===== config.mk =====
export PLATFORM = sky130hd
export DESIGN_NAME = d_reg_pipe
export DESIGN_NICKNAME = d
export VERILOG_FILES = /design/src/rtl/d_reg_pipe.sv
export SDC_FILE = /design/constraint.sdc
export NUM_CORES = 1
export LEC_CHECK = 0
export ABC_AREA = 1
export BUFFER_PORTS_ARGS = -buffer_cell sky130_fd_sc_hd__buf_2
export CORE_UTILIZATION = 55
export DETAILED_ROUTE_END_ITERATION = 16
export PLACE_DENSITY_LB_ADDON = 0.05
export SLEW_MARGIN = 20
export SYNTH_ARGS = -nofsm -noshare
export SYNTH_HDL_FRONTEND = slang
export SYNTH_SLANG_ARGS = --single-unit
export TNS_END_PERCENT = 10

===== constraint.sdc =====
create_clock -name clk -period 1.89 [get_ports clk]
set_input_delay 0.4725 -clock clk [delete_from_list [all_inputs] [get_ports clk]]
set_output_delay 0.4725 -clock clk [all_outputs]
set_load 0.01 [all_outputs]

===== src/rtl/d_reg_pipe.sv =====
// rtl/d_reg_pipe.sv - WIDTH-bit, DEPTH-stage D register delay line with per-stage valid,
// enable/stall, mode-selected shift/hold/load/flush and an occupancy count.
module d_reg_pipe #(
  parameter int                 WIDTH     = 8,
  parameter int                 DEPTH     = 4,
  parameter logic [WIDTH-1:0]   RESET_VAL = '0
) (
  input  logic                       clk,
  input  logic                       reset,
  input  logic                       en,
  input  logic [1:0]                 mode,
  input  logic [WIDTH-1:0]           d,
  input  logic                       in_valid,
  output logic [WIDTH-1:0]           q,
  output logic [WIDTH-1:0]           q_n,
  output logic                       out_valid,
  output logic [$clog2(DEPTH+1)-1:0] fill_cnt
);

  localparam int CW = $clog2(DEPTH+1);

  localparam logic [1:0] MODE_HOLD     = 2'b00;
  localparam logic [1:0] MODE_SHIFT    = 2'b01;
  localparam logic [1:0] MODE_LOAD_ALL = 2'b10;
  localparam logic [1:0] MODE_FLUSH    = 2'b11;

  logic [WIDTH-1:0] stage_q [DEPTH];
  logic [WIDTH-1:0] stage_d [DEPTH];
  logic [DEPTH-1:0] vld_q;
  logic [DEPTH-1:0] vld_d;
  logic [CW-1:0]    cnt;

  // en = 0 takes precedence over mode; HOLD is the same as a disabled cycle.
  always_comb begin
    for (int i = 0; i < DEPTH; i++) begin
      stage_d[i] = stage_q[i];
    end
    vld_d = vld_q;
    if (en) begin
      case (mode)
        MODE_SHIFT: begin
          stage_d[0] = d;
          vld_d[0]   = in_valid;
          for (int i = 1; i < DEPTH; i++) begin
            stage_d[i] = stage_q[i-1];
            vld_d[i]   = vld_q[i-1];
          end
        end
        MODE_LOAD_ALL: begin
          for (int i = 0; i < DEPTH; i++) begin
            stage_d[i] = d;
          end
          vld_d = {DEPTH{in_valid}};
        end
        MODE_FLUSH: begin
          for (int i = 0; i < DEPTH; i++) begin
            stage_d[i] = RESET_VAL;
          end
          vld_d = '0;
        end
        MODE_HOLD: begin
          vld_d = vld_q;
        end
        default: begin
          vld_d = vld_q;
        end
      endcase
    end
  end

  always_ff @(posedge clk) begin
    if (reset) begin
      for (int i = 0; i < DEPTH; i++) begin
        stage_q[i] <= RESET_VAL;
      end
      vld_q <= '0;
    end else begin
      for (int i = 0; i < DEPTH; i++) begin
        stage_q[i] <= stage_d[i];
      end
      vld_q <= vld_d;
    end
  end

  always_comb begin
    cnt = '0;
    for (int i = 0; i < DEPTH; i++) begin
      cnt = cnt + CW'(vld_q[i]);
    end
  end

  assign q         = stage_q[DEPTH-1];
  assign q_n       = ~stage_q[DEPTH-1];
  assign out_valid = vld_q[DEPTH-1];
  assign fill_cnt  = cnt;

endmodule

==> summary.md <==
| Metric | Value |
|---|---|
| FF-to-FF path depth | `5` |
| Worst Path Arrival | `1.80 ns` |
| CTS clock-pin slew for the worst setup and hold paths | `0.10 ns` |
| Critical Path Fanout Max | `2` |
| Async SR Flop Fraction | `0%` |
| DR WL/cell | `9.501 um` |
| Die Y | `59.83 um` |
| Antenna cells | `0` |
| Area grow syn2layout | `18.44%` |
| Clock buffer depth | `2` |
| Synth Net Count | `332` |
| Sum of negative setup slack | `-0.9195 ns` |
| Global Route Usage Sum | `22.62%` |
| Drt pass-1 iters | `4` |
| Reg2reg start | `vld_q[0]$_SDFFE_PP0P_` |
| Most frequent cell after synthesis | `nand2_1` |
| # IOs | `34` |
| First-pass GRT wire length | `about 6100 um` |
| Final worst slack | `-0.3862 ns` |
| IR drop worst, VDD | `0.5035 mV` |
| Largest cells by area after synthesis | `dfxtp_1 39%, nand2_1 27%, nor2_1 16%` |
| Crit path kind | `register to primary output` |
| Top_reg_cell synth | `dfxtp_1` |
| Netlist cell types | `13` |
| Mapped Area | `1839 um^2` |
| Sequential fraction of the synthesis area | `39.18%` |
| Hold crit path type | `primary input to register` |
| Hold Path Origin | `d[3]` |
| Placer Congestion | `0.7191` |
| Status | `finished, violations left` |
| # DRC | `0` |
| Fill cells | `307` |
| Drt via density | `approximately 4.6` |
| H-tree Lvls | `2` |
| Post-DRT Antenna Nets | `0` |
| Fin crit period | `2.276 ns` |
| Num rows | `20` |
| Cell Pwr Density | `797.2 nW/um^2` |
| Synth Area per Inst | `~6 um^2` |
| Hpwl dp | `around 2400 um` |
| Setup bufs post-CTS | `0` |
| Reg area | `723.2 um^2` |
| Final hold violations | `0` |
| Clk Latency, worst-skew pair | `0.34 ns` |
| Clock Root Buffer | `clkbuf_4` |
| Total Wirelength | `3734 um` |
| Number of max-cap violations | `0` |
| Layout Utilization | `70.20%` |
| Largest net degree at the start of global routing | `43` |
| GR Overflow Total | `0` |
| Worst R2R End | `vld_q[1]$_SDFFE_PP0P_` |
| Lkg Pwr | `1.269 nW` |
| Die area | `3580 um^2` |
| Port buffer count | `33` |
| Crit end category | `primary output` |
| DRT iter0 DRCs | `77` |
| Worst Tran Pin Value | `just under 0.5 ns` |
| Horiz. Die Dim | `59.83 um` |
| Critical Path Sink | `fill_cnt[1]` |
| Design Area, Final | `2178 um^2` |
| Synth area leader | `dfxtp_1` |
| Startpoint type of the worst setup path | `register` |
| Synth top cells by count | `133 x nand2_1, 77 x nor2_1, 39 x inv_1` |
| Warnings from Yosys | `0` |
| Relative slew slack | `67.93%` |
| Final nets | `365` |
| Core ar. | `3103 um^2` |
| Share of cells above drive strength 1 | `~16%` |
| Max Freq | `0.4393 GHz` |
| RSZ-0062 raised after global routing | `true` |
| Critical path launch point | `vld_q[0]$_SDFFE_PP0P_` |
| Post-synth EDFFs | `0` |
| Cells after Synth | `315` |
| Synthesis-stage register bit count | `36` |
| Clock buffers created by TritonCTS | `5` |
| Setup Viol. Count Final | `3` |
| Final Max Slew Viols | `0` |
| DR vias | `1814` |
| Initial antenna violation count | `0` |
| Area share of the largest cell type after synthesis | `between 30% and 40%` |
| Period utilisation layout | `120.4%` |
| CTS sink cnt | `36` |
| Multi-input logic area | `924.6 um^2` |
| Register-to-register setup slack | `1.10 ns` |
| Failing checks | `setup timing` |
| WP data required | `1.42 ns` |
| CTS tree | `done` |
| Initial Utilization | `59.27%` |
| Number of global-route vias before repair | `1465` |
| Fin Clk Skew | `between 0.002 and 0.0025 ns` |
| Placed instance area | `2072 um^2` |
-- layout make-up --
cell class | instances | area share (%)
tap | 44 | 2.527
sequential | 36 | 33.20
clock buffer | 6 | 1.895
multi-input combinational | 224 | 42.45
inverter | 42 | 7.237
clock inverter | 2 | 1.608
timing repair buffer | 39 | 11.09
-- layer usage --
layer / share of wire (%) / GRT usage, % / up-vias
met5: 0 / 0 / -
met4: 0.83 / 4.983 / 0
met3: 3.9 / 6.494 / 4
met2: 49 / 39.21 / 28
met1: 46 / 27.68 / 809
li1: - / - / 973
-- state kept, by name, summed over array words and instances, names as in the netlist --
name	cells
stage_q	32
vld_q	4
-- through the flow --
stage | power, W | setup slack [ns] | instances | hold WS (ns)
6_report | 0.001736 | -0.3862 | 393 | 0.4477
5_1_grt | 0.001853 | -0.4440 | 393 | 0.4431
4_1_cts | 0.001758 | -0.4043 | 393 | 0.4341
3_5_place_dp | 0.001197 | -0.06078 | 385 | 0.4755
3_3_place_gp | 0.001186 | -0.04018 | 385 | 0.4656
2_1_floorplan | 0.001100 | 0.02417 | 315 | 0.4554
-- critical path: stages, from the launching register on --
cell and delay [ns]:
dfxtp_2 0.34, inv_2 0.04, fa_1 0.54, inv_2 0.05, ha_4 0.15, ha_4 0.25
buf_6 0.09
-- layout by cell type (no fill, tap or decap) --
master | netlist | routed
buf_4 | 3 | 5
nand3_1 | 10 | 10
buf_2 | 7 | 30
dfxtp_1 | 36 | 34
dfxtp_2 | 0 | 2
bufinv_16 | 0 | 1
buf_12 | 0 | 1
o21ai_4 | 0 | 1
ha_4 | 0 | 2
fa_1 | 1 | 1
clkbuf_1 | 3 | 1
clkbuf_4 | 0 | 5
buf_6 | 0 | 3
inv_2 | 1 | 4
clkinv_1 | 2 | 2
clkinv_2 | 0 | 1
nor2_1 | 77 | 77
inv_1 | 39 | 36
nand2_1 | 133 | 133
-- cells by family after synthesis --
group | synth area share [%]
AND/OR/NAND/NOR | 45.58
buffers and inverters | 12.31
flip-flops | 39.18
adder cells (fa/ha/maj) | 2.449
AO/OA/AOI/OAI | 0.4763
-- timing repair --
item	4_1_cts	5_1_grt
hold buffers	0	0
setup endpoints to repair	3	3
pin swaps	1	0
resized for setup	8	0
-- worst min path at each step --
stage | endpoint | slack, ns | cells past startpoint
2_1_floorplan | stage_q[0][0]$_SDFFE_PP0P_ | 0.46 | 2
3_3_place_gp | stage_q[0][0]$_SDFFE_PP0P_ | 0.47 | 2
3_5_place_dp | stage_q[0][5]$_SDFFE_PP0P_ | 0.48 | 2
4_1_cts | stage_q[0][5]$_SDFFE_PP0P_ | 0.43 | 5
5_1_grt | stage_q[0][1]$_SDFFE_PP0P_ | 0.44 | 5
6_report | stage_q[0][3]$_SDFFE_PP0P_ | 0.45 | 5
-- power by group --
group / leakage, nW / internal (W) / switching [W] / total (W)
Combinational: 0.928 / 0.000146 / 0.000210 / 0.000357
Sequential: 0.298 / 0.000817 / 0.0000277 / 0.000844
Clock: 0.0422 / 0.000277 / 0.000258 / 0.000536
Total: 1.27 / 0.00124 / 0.000496 / 0.00174
No activity file was read; power rests on OpenSTA's default activity.
